$ cat src/rtl/mc_ctrl_fsm.sv
// rtl/mc_ctrl_fsm.sv - multicycle MIPS control FSM driving datapath strobes, selects and ExtOp
//
// Purpose: sequences each instruction through FETCH/DECODE/EXEC/MEM/WB and
// decodes Op/Funct into datapath controls. Outputs are a combinational
// decode of the state register (plus live Op/Funct in DECODE and Zero in BRANCH).
//
// Ports:
//   clk, rst             clock (rising edge), asynchronous active-high reset
//   Op, Funct            instruction fields IR[31:26], IR[5:0]
//   Zero                 ALU zero flag, used in BRANCH
//   PCWr, IRWr, RFWr, DMWr  write strobes (PC, IR, register file, data memory)
//   ExtOp                immediate extender mode to the downstream extender
//   ALUOp, NPCOp         ALU operation, next-PC source
//   BSel, GPRSel, WDSel  ALU B source, destination register, RF write data source
//   done, illegal        last-cycle pulse, unsupported-instruction pulse
module mc_ctrl_fsm #(
    parameter int unsigned ILLEGAL_TRAP = 0
) (
    input  logic       clk,
    input  logic       rst,
    input  logic [5:0] Op,
    input  logic [5:0] Funct,
    input  logic       Zero,
    output logic       PCWr,
    output logic       IRWr,
    output logic       RFWr,
    output logic       DMWr,
    output logic [1:0] ExtOp,
    output logic [2:0] ALUOp,
    output logic [1:0] NPCOp,
    output logic       BSel,
    output logic       GPRSel,
    output logic       WDSel,
    output logic       done,
    output logic       illegal
);

    localparam logic [5:0] OP_RTYPE = 6'b000000;
    localparam logic [5:0] OP_ADDIU = 6'b001001;
    localparam logic [5:0] OP_ORI   = 6'b001101;
    localparam logic [5:0] OP_LUI   = 6'b001111;
    localparam logic [5:0] OP_LW    = 6'b100011;
    localparam logic [5:0] OP_SW    = 6'b101011;
    localparam logic [5:0] OP_BEQ   = 6'b000100;
    localparam logic [5:0] OP_J     = 6'b000010;

    localparam logic [5:0] FN_ADDU  = 6'b100001;
    localparam logic [5:0] FN_SUBU  = 6'b100011;
    localparam logic [5:0] FN_AND   = 6'b100100;
    localparam logic [5:0] FN_OR    = 6'b100101;
    localparam logic [5:0] FN_SLT   = 6'b101010;

    localparam logic [1:0] EXT_ZERO    = 2'b00;
    localparam logic [1:0] EXT_SIGNED  = 2'b01;
    localparam logic [1:0] EXT_HIGHPOS = 2'b10;

    localparam logic [2:0] ALU_ADD = 3'b000;
    localparam logic [2:0] ALU_SUB = 3'b001;
    localparam logic [2:0] ALU_AND = 3'b010;
    localparam logic [2:0] ALU_OR  = 3'b011;
    localparam logic [2:0] ALU_SLT = 3'b100;

    localparam logic [1:0] NPC_PC4    = 2'b00;
    localparam logic [1:0] NPC_BRANCH = 2'b01;
    localparam logic [1:0] NPC_JUMP   = 2'b10;

    typedef enum logic [3:0] {
        S_FETCH,
        S_DECODE,
        S_EXEC,
        S_MEM_RD,
        S_MEM_WR,
        S_WB_ALU,
        S_WB_MEM,
        S_BRANCH,
        S_JUMP,
        S_HALT
    } state_t;

    typedef enum logic [3:0] {
        I_ADDU,
        I_SUBU,
        I_AND,
        I_OR,
        I_SLT,
        I_ADDIU,
        I_ORI,
        I_LUI,
        I_LW,
        I_SW,
        I_BEQ,
        I_J,
        I_BAD
    } instr_t;

    function automatic instr_t decode_instr(input logic [5:0] op, input logic [5:0] funct);
        instr_t k;
        case (op)
            OP_RTYPE: begin
                case (funct)
                    FN_ADDU: k = I_ADDU;
                    FN_SUBU: k = I_SUBU;
                    FN_AND:  k = I_AND;
                    FN_OR:   k = I_OR;
                    FN_SLT:  k = I_SLT;
                    default: k = I_BAD;
                endcase
            end
            OP_ADDIU: k = I_ADDIU;
            OP_ORI:   k = I_ORI;
            OP_LUI:   k = I_LUI;
            OP_LW:    k = I_LW;
            OP_SW:    k = I_SW;
            OP_BEQ:   k = I_BEQ;
            OP_J:     k = I_J;
            default:  k = I_BAD;
        endcase
        return k;
    endfunction

    function automatic logic [1:0] ext_of(input instr_t k);
        logic [1:0] e;
        case (k)
            I_LUI:                      e = EXT_HIGHPOS;
            I_ADDIU, I_LW, I_SW, I_BEQ: e = EXT_SIGNED;
            default:                    e = EXT_ZERO;
        endcase
        return e;
    endfunction

    // lui uses OR: rs is $zero, so the result is just the extender's shifted immediate.
    function automatic logic [2:0] alu_of(input instr_t k);
        logic [2:0] a;
        case (k)
            I_SUBU, I_BEQ:        a = ALU_SUB;
            I_AND:                a = ALU_AND;
            I_OR, I_ORI, I_LUI:   a = ALU_OR;
            I_SLT:                a = ALU_SLT;
            default:              a = ALU_ADD;
        endcase
        return a;
    endfunction

    function automatic logic is_rtype(input instr_t k);
        return (k == I_ADDU) || (k == I_SUBU) || (k == I_AND) || (k == I_OR) || (k == I_SLT);
    endfunction

    state_t state_q, state_d;
    instr_t instr_q;
    instr_t dec_instr;
    instr_t cur_instr;

    // The instruction class is captured at the end of DECODE so ExtOp and the
    // later-cycle controls stay stable even if Op/Funct move afterwards.
    always_comb begin
        dec_instr = decode_instr(Op, Funct);
        cur_instr = (state_q == S_DECODE) ? dec_instr : instr_q;
    end

    always_comb begin
        state_d = state_q;
        case (state_q)
            S_FETCH:  state_d = S_DECODE;
            S_DECODE: begin
                case (dec_instr)
                    I_BEQ:   state_d = S_BRANCH;
                    I_J:     state_d = S_JUMP;
                    I_BAD:   state_d = (ILLEGAL_TRAP != 0) ? S_HALT : S_FETCH;
                    default: state_d = S_EXEC;
                endcase
            end
            S_EXEC: begin
                case (instr_q)
                    I_LW:    state_d = S_MEM_RD;
                    I_SW:    state_d = S_MEM_WR;
                    default: state_d = S_WB_ALU;
                endcase
            end
            S_MEM_RD: state_d = S_WB_MEM;
            S_MEM_WR: state_d = S_FETCH;
            S_WB_ALU: state_d = S_FETCH;
            S_WB_MEM: state_d = S_FETCH;
            S_BRANCH: state_d = S_FETCH;
            S_JUMP:   state_d = S_FETCH;
            S_HALT:   state_d = S_HALT;
            default:  state_d = S_FETCH;
        endcase
    end

    always_ff @(posedge clk or posedge rst) begin
        if (rst) begin
            state_q <= S_FETCH;
            instr_q <= I_BAD;
        end else begin
            state_q <= state_d;
            if (state_q == S_DECODE) begin
                instr_q <= dec_instr;
            end
        end
    end

    // Everything is forced low while rst is high so an aborted instruction
    // cannot leak a write during the reset window.
    always_comb begin
        PCWr    = 1'b0;
        IRWr    = 1'b0;
        RFWr    = 1'b0;
        DMWr    = 1'b0;
        ExtOp   = EXT_ZERO;
        ALUOp   = ALU_ADD;
        NPCOp   = NPC_PC4;
        BSel    = 1'b0;
        GPRSel  = 1'b0;
        WDSel   = 1'b0;
        done    = 1'b0;
        illegal = 1'b0;
        if (!rst) begin
            case (state_q)
                S_FETCH: begin
                    IRWr  = 1'b1;
                    PCWr  = 1'b1;
                    NPCOp = NPC_PC4;
                end
                S_DECODE: begin
                    ExtOp   = ext_of(dec_instr);
                    illegal = (dec_instr == I_BAD);
                end
                S_EXEC: begin
                    ExtOp = ext_of(cur_instr);
                    ALUOp = alu_of(cur_instr);
                    BSel  = !is_rtype(cur_instr);
                end
                S_MEM_RD: begin
                    ExtOp = ext_of(cur_instr);
                end
                S_MEM_WR: begin
                    ExtOp = ext_of(cur_instr);
                    DMWr  = 1'b1;
                    done  = 1'b1;
                end
                S_WB_ALU: begin
                    ExtOp  = ext_of(cur_instr);
                    RFWr   = 1'b1;
                    WDSel  = 1'b0;
                    GPRSel = !is_rtype(cur_instr);
                    done   = 1'b1;
                end
                S_WB_MEM: begin
                    ExtOp  = ext_of(cur_instr);
                    RFWr   = 1'b1;
                    WDSel  = 1'b1;
                    GPRSel = 1'b1;
                    done   = 1'b1;
                end
                S_BRANCH: begin
                    ExtOp = ext_of(cur_instr);
                    ALUOp = ALU_SUB;
                    BSel  = 1'b0;
                    NPCOp = NPC_BRANCH;
                    PCWr  = Zero;
                    done  = 1'b1;
                end
                S_JUMP: begin
                    ExtOp = ext_of(cur_instr);
                    NPCOp = NPC_JUMP;
                    PCWr  = 1'b1;
                    done  = 1'b1;
                end
                default: begin
                end
            endcase
        end
    end

endmodule
$ cat config.mk
export PLATFORM = sky130hd
export DESIGN_NAME = mc_ctrl_fsm
export DESIGN_NICKNAME = d
export VERILOG_FILES = /design/src/rtl/mc_ctrl_fsm.sv
export SDC_FILE = /design/constraint.sdc
export NUM_CORES = 1
export LEC_CHECK = 0
export ABC_AREA = 1
export CAP_MARGIN = 5
export CELL_PAD_IN_SITES_DETAIL_PLACEMENT = 0
export CELL_PAD_IN_SITES_GLOBAL_PLACEMENT = 1
export CORE_UTILIZATION = 31
export DETAILED_ROUTE_END_ITERATION = 8
export HOLD_SLACK_MARGIN = 0.1
export PLACE_DENSITY = 0.76
export SETUP_SLACK_MARGIN = 0.4
export SYNTH_ARGS = -nofsm -noshare
export SYNTH_HDL_FRONTEND = slang
export SYNTH_SLANG_ARGS = --single-unit
$ cat constraint.sdc
create_clock -name clk -period 2 [get_ports clk]
set_input_delay 0.4 -clock clk [delete_from_list [all_inputs] [get_ports clk]]
set_output_delay 0.4 -clock clk [all_outputs]
set_load 0.005 [all_outputs]
Word-level counts from Yosys, hierarchy flattened --
Cells that the tools add are included.
Word-level totals: bits of input ports 15, bits in registers 8, output and inout port bits 16, logic and storage cells 91
Cells by class: muxes and demuxes 33, reduce and logical (&&, ||, !) cells 16, eq/ne operators 40
Operators with widths (number):
- == test 4 bit, second input constant | 12
- == test 6 bit, second input constant | 7
- == test 4 x 3 -> 1 bit, second input constant | 10
- one-hot mux 4 bit (5 select lines) | 2
- one-hot mux 4 bit (8 select lines) | 1
- == test 6 x 4 -> 1 bit, second input constant | 3
- == test 4 x 2 -> 1 bit, second input constant | 4
- two-way mux 1 bit | 16
- one-hot mux 2 bit (2 select lines) | 4
- one-hot mux 3 bit (2 select lines) | 2
- one-hot mux 3 bit (4 select lines) | 1
- one-hot mux 4 bit (3 select lines) | 1
- == test 4 x 1 -> 1 bit, second input constant | 2
- logical NOT 4 bit | 2
- OR reduction 4 bit | 2
- OR reduction 7 bit | 1
- == test 6 x 2 -> 1 bit, second input constant | 1
- == test 6 x 3 -> 1 bit, second input constant | 1
- logical NOT 6 bit | 1
- OR reduction 2 bit | 3
- OR reduction 5 bit | 1
- logical OR 1 bit | 4
- two-way mux 2 bit | 2
- two-way mux 4 bit | 1
- other kinds (4) | 5

Depth between registers and ports, before layout --
Gate-level depths: netlist of run 1.
depth after elaboration 12, gate-level depth with buffers 14, mapped depth without buffers 14

Worst setup path after synthesis of run 1 --
Ideal clock, no wire load.
path type input to output, start in Op[5], end out ExtOp[1], setup slack 0.207 ns, path buffers 0, arrival time 1.393 ns, stages 8, required time 1.600 ns, cells stage by stage nor2_4 nand3_1 or2_1 nand3_2 nand2_4 nor3_2 nand3_1 a21oi_1
On the way: word-level cells in the longest chain between the ends 8, elaborated cells between the ends (all ways) 26, those cells by class eq/ne: 17; mux: 6; reduce/logical: 3
Ends and longest elaborated chain:
- from (decl) | line 21 | input logic [5:0] Op,
- == test 6 x 2 -> 1 bit (tied with other cells) | line 98 | case (op)
- one-hot mux 4 bit (8 select lines) (*) | line 98
- two-way mux 4 bit
- == test 4 x 3 -> 1 bit / == test 4 bit (equally long branches) | line 123 | case (k)
- OR reduction 4 bit | line 123
- one-hot mux 2 bit (2 select lines) | line 123
- one-hot mux 2 bit (2 select lines) (*) | line 218 | case (state_q)
- two-way mux 2 bit (*) | line 217 | if (!rst) begin
- to (decl) | line 28 | output logic [1:0] ExtOp,
Every way passes the cells marked *; elsewhere a longest branch is shown, timed or not.

Final worst setup path of run 1 --
start in Op[4], end out ALUOp[0]
On the way: word-level cells in the longest chain between the ends 8, elaborated cells between the ends (all ways) 22, those cells by class eq/ne: 14; mux: 5; reduce/logical: 3
Ends and longest elaborated chain:
- == test 6 x 2 -> 1 bit (tied with other cells) | line 98
- one-hot mux 4 bit (8 select lines) (*) | line 98
- two-way mux 4 bit (*)
- net cur_instr[1] | line 151 | instr_t cur_instr;
- == test 4 x 2 -> 1 bit (tied with other cells) | line 134 | case (k)
- OR reduction 3 bit / OR reduction 2 bit (equally long branches) | line 134
- one-hot mux 3 bit (4 select lines) (*) | line 134
- one-hot mux 3 bit (2 select lines) (*) | line 218
- two-way mux 3 bit (*) | line 217
- to (decl) | line 29 | output logic [2:0] ALUOp,
The timed path passes the listed nets; every way through them passes the cells marked *.

==> results_dict.tcl, run 1 <==
set metrics [dict create \
    status "finished with violations" \
    violations "negative setup slack" \
    powerDensity_nw_per_um2 1200 \
    gp_congestion 0.845 \
    ys_ff_latch 8 \
    fin_util_pct 75.8 \
    crit_arrival_ns 1.83 \
    core_area_um2 3100 \
    cts_sinks 8 \
    slew_headroom_pct 82.3 \
    drtIter0Drc 33 \
    fp.dieW_um 59.5 \
    ys_seq_area_share_pct 19.8 \
    setup_viol 9 \
    totalWireLength_mm 4.26 \
    cp.depth 14 \
    dieArea_um2 3540 \
    initial_core_util_pct 33.0 \
    clk_pin_slew_ns 0.06 \
    drt_pre_antenna_iters 4 \
    fmax_ghz 0.448 \
    tightest_slew_ns 0.265 \
    cp_max_fo 5 \
    fin_total_pwr_mw 2.83 \
    worst_hold_path_type "in2async" \
    crit_type "in2out" \
    clock_skew_ns 0.00420 \
    critPathSlowestCell "or2_1" \
    hold_viol 0 \
    synth_top_area_share_pct 14.7 \
    ir_worst_vdd_uv 821 \
    syn_inst 172 \
    path_cells "buf_8 > nor2_4 > buf_6 > nand3_4 > or2_1 > nand3_2 > nand2_4 > buf_4 > inv_2 > nand2_1 > nand2_1 > nand2_1 > nand2_1 > buf_2" \
    synth_top_area_cell "dfrtp_1" \
    cpPeakStageDelay_ns 0.22 \
    slew_viol_final 0 \
    reg2regPathDepth 10 \
    critPathTopFamily "simple AND/OR/NAND/NOR gates" \
    syn_to_final_growth_pct 130 \
    final_cell_mix "56 x buf_4, 25 x buf_6, 23 x nand2_1, 17 x nor2_4, 16 x buf_2" \
    fin_nets 296 \
    rows 20 \
    h-tree-depth 1 \
    rsz0062_at_grt "true" \
    yosysWarningCount 0 \
    clockBufferDepth 2 \
    period_needed_ns 2.23 \
    via_per_inst 4.77 \
    stdcell_count 324 \
    final_common_cell "buf_4" \
    p_leak_nw 1.15 \
    first_global_vias 1479 \
    io_buffers 30 \
    drtAntennaViolNets 0 \
    crit_path_end_kind "primary output" \
    post-route-drc-count 0 \
    grt-ovfl-total 0 \
    synth_nets 187 \
    diodes 0 \
    dr_total_vias 1547 \
    cts_tree "yes" \
    cts-root-buf "clkbuf_4" \
    grt_pass1_wl_mm 6.35 \
    die_h_um 59.5 \
    synth_area_um2 1020 \
    maxCapViolations 0 \
    worst_slack_ns -0.233 \
    dpl.cell_count 288 \
    cp_common_cell "nand2_1" \
    wl_per_cell_um 13.1 \
    synthTopCellsByArea "dfrtp_1 15%, nand2_1 14%, nor2_1 11%, nand3_1 10%, inv_1 8.8%" \
    startpoint_type "input port" \
    boundaryPins 31 \
    ys_types 28 \
    grt_max_degree 10 \
    cp.required_ns 1.60 \
    insertion_delay_ns 0.27 \
    drive_gt1_share_pct 70.7 \
    dpl.hpwl_mm 2.54 \
    cts_buffers 3 \
    period_share_pct 112 \
    path_buf_inv 5 \
    grt.total_usage_pct 23.4 \
    avgSynthCellArea_um2 5.96 \
    dp_slack_ns -0.991 \
    antenna_found_initial 0 \
]
per-stage QoR:
step	hold WS (ns)	TNS (ns)	cell area, µm²
6_report	0.412	-1.40	2350
5_1_grt	0.452	-2.23	2350
4_1_cts	0.398	-1.18	2150
3_5_place_dp	0.599	-8.96	1730
3_3_place_gp	0.600	-8.59	1730
2_1_floorplan	0.359	0	1070
state kept, by name (all words and copies together) (netlist names):
signal / count
instr_q: 4
state_q: 4
power breakdown:
part / leakage (nW) / internal (mW) / switching, mW / total [mW]
clock: 0.0150 / 0.0770 / 0.0654 / 0.142
sequential: 0.0981 / 0.246 / 0.0591 / 0.305
combinational: 1.03 / 1.12 / 1.26 / 2.38
total: 1.15 / 1.44 / 1.39 / 2.83
area by class of cell:
class / instances / area, µm²
Clock buffer: 4 / 26.3
Fill cell: 232 / 749
Inverter: 31 / 136
Multi-Input combinational cell: 132 / 1070
Sequential cell: 8 / 203
Tap cell: 44 / 55.1
Timing Repair Buffer: 105 / 865
timing repair:
item                       4_1_cts  5_1_grt
buffers inserted                27        5
pin swaps                       40       32
resized for setup              183       46
hold buffers                     0        0
setup endpoints to repair       23       17
synth_stat cells (all sizes together):
cell,count
clkinv,1
nand2,45
nor4,1
a32o,1
dfstp,2
nor3,4
o21ai,2
or2,4
inv,30
dfrtp,6
nand3,26
o21a,1
o211ai,1
buf,1
nor2,36
nand4,3
nand3b,1
a21oi,7
per-layer routing:
layer | GRT usage, % | vias up | share of wire, %
li1 | - | 766 | -
met1 | 30.6 | 727 | 43
met2 | 39.6 | 44 | 53
met3 | 4.15 | 10 | 3.3
met4 | 6.31 | 0 | 1.3
met5 | 0 | - | 0
cells by family after synthesis:
kind of cell    share of synthesized area (%)
simple gates                             59.3
flops                                    19.8
compound gates                           8.06
buf+inv                                  12.8
path summary, 6_finish.rpt:
path | from | endpoint | slack (ns)
max | Op[4] | ALUOp[0] | -0.23
min | rst | state_q[1]$_DFF_PP0_ | 0.41
max reg2reg | state_q[0]$_DFF_PP0_ | instr_q[1]$_DFF_PP0_ | 0.46
min reg2reg | instr_q[0]$_DFF_PP0_ | state_q[0]$_DFF_PP0_ | 0.66
max in group asynchronous | rst | instr_q[2]$_DFF_PP1_ | 1.36
min in group clk | instr_q[0]$_DFF_PP0_ | state_q[0]$_DFF_PP0_ | 0.66
worst min-delay path, stage by stage:
cell           delay (ns)
dlygate4sd2_1        0.32
inv_1                0.11
buf_4                0.20
(Power assumes the default switching activity.)
==> inputs of run 2 (changes only) <==
Settings changed: ABC_CLOCK_PERIOD_IN_PS set to 2000, CORE_ASPECT_RATIO set to 2, SLEW_MARGIN set to 25.
==> results_dict.tcl, run 2 (synthesis results as in run 1) <==
set metrics [dict create \
    die_h_um 83.3 \
    r2r_start "state_q[0]$_DFF_PP0_" \
    fillers 285 \
    critPathSlowestCell "buf_6" \
    rsz0062_at_grt "true" \
    post-route-drc-count 0 \
    dpl.hpwl_mm 2.85 \
    whs_ns 0.399 \
    period_share_pct 114 \
    final_common_cell "buf_4" \
    gp_congestion 0.902 \
    syn_to_final_growth_pct 109 \
    h-tree-depth 1 \
    dr_total_vias 1503 \
    worst_slack_ns -0.272 \
    worst_hold_path_type "in2async" \
    clockBufferDepth 2 \
    violations "negative setup slack" \
    via_per_inst 5.04 \
    tightest_slew_ns 0.211 \
    period_needed_ns 2.27 \
    hold_viol 0 \
    drt_pre_antenna_iters 4 \
    core_area_um2 3160 \
    grt_pass1_wl_mm 7.11 \
    cp-startpoint "Op[4]" \
    clk_pin_slew_ns 0.04 \
    final_cell_mix "47 x buf_4, 23 x nand2_1, 21 x buf_2, 20 x buf_6, 17 x nand2_2" \
    crit_path_end_kind "primary output" \
    fp.dieW_um 42.7 \
    cp_max_fo 5 \
    reg2regPathDepth 9 \
    clock_skew_ns 0.00228 \
    dieArea_um2 3550 \
    cpPeakStageDelay_ns 0.16 \
    crit_end "ExtOp[0]" \
    drtIter0Drc 27 \
    drtAntennaViolNets 0 \
    ir_worst_vdd_uv 669 \
    drive_gt1_share_pct 68.5 \
    cp.required_ns 1.60 \
    crit_type "in2out" \
    wl_per_cell_um 14.3 \
    slew_viol_final 0 \
    crit_arrival_ns 1.87 \
    initial_core_util_pct 32.5 \
    diodes 0 \
    reg2reg_to "instr_q[3]$_DFF_PP1_" \
    status "finished with violations" \
    rows 29 \
    cts-root-buf "clkbuf_8" \
    path_cells "buf_8 > nor2_4 > buf_6 > nand2_2 > a21oi_2 > nor2_1 > nand3_1 > nand2_2 > inv_2 > nand2_2 > nand2_2 > nand3_2 > a21oi_2 > buf_2" \
    grt.total_usage_pct 26.1 \
    totalWireLength_mm 4.27 \
    dpl.cell_count 266 \
    reg_top3 "instr_q: 4 flops, state_q: 4 flops" \
    first_global_vias 1669 \
    cts_tree "yes" \
    grt_max_degree 10 \
    regToRegSetupSlack_ns 0.65 \
    maxCapViolations 0 \
    setup_viol 9 \
    cp_common_cell "nand2_2" \
    fin_nets 283 \
    fin_total_pwr_mw 2.68 \
    fmax_ghz 0.440 \
    powerDensity_nw_per_um2 1250 \
    antenna_found_initial 0 \
    grt-ovfl-total 0 \
    io_buffers 30 \
    insertion_delay_ns 0.24 \
    stdcell_count 298 \
    cts_sinks 8 \
    startpoint_type "input port" \
    p_leak_nw 1.05 \
    boundaryPins 31 \
    cts_buffers 3 \
    slew_headroom_pct 85.8 \
]
[run 2: repair_timing]
action,CTS,global route
pin swaps,41,25
endpoints found under the setup margin,23,16
buffers inserted,22,6
hold buffers,0,0
resized for setup,177,39
[run 2: final cells by class]
type                       instances  area, µm²  area share [%]
clock buffer                       4       45.0            2.10
timing repair buffer              92        732            34.2
tap                               31       38.8            1.81
inverter                          31        134            6.25
sequential                         8        203            9.46
multi-input combinational        132        991            46.2
[run 2: power by group]
part	total [mW]	switching, mW	internal [mW]
registers	0.304	0.0579	0.246
clock network	0.211	0.0723	0.139
logic	2.16	1.16	1.01
[run 2: stage by stage]
step	util, %	setup slack [ns]	instance area, µm²	setup TNS [ns]
4_1_cts	62.9	-0.230	1980	-1.16
2_1_floorplan	-	0.222	1070	0
6_report	67.9	-0.272	2140	-1.43
3_3_place_gp	52.3	-1.00	1650	-8.45
5_1_grt	67.9	-0.345	2140	-2.14
3_5_place_dp	52.3	-1.00	1650	-8.65
[run 2: worst min-delay path by stage]
stage	from	endpoint	slack, ns	cells past startpoint
finish	rst	state_q[1]$_DFF_PP0_	0.40	3
global route	rst	state_q[1]$_DFF_PP0_	0.42	3
CTS	rst	state_q[1]$_DFF_PP0_	0.37	3
detailed placement	state_q[1]$_DFF_PP0_	state_q[3]$_DFF_PP0_	0.61	3
global placement	state_q[1]$_DFF_PP0_	state_q[3]$_DFF_PP0_	0.59	3
floorplan	rst	instr_q[0]$_DFF_PP0_	0.36	2
[run 2: critical path, delay by kind of cell]
kind	cells	cell delay, ns
AO/OA/AOI/OAI	2	0.27
buffers and inverters	4	0.48
AND/OR/NAND/NOR	8	0.70
[run 2: routing by layer]
layer  wire length, µm  global-route usage, %  vias up
met3               105                   1.52       17
met2              2710                   52.9       50
met4               218                   17.6        0
met5                 0                      0        -
li1                  -                      -      731
met1              1240                   21.3      705
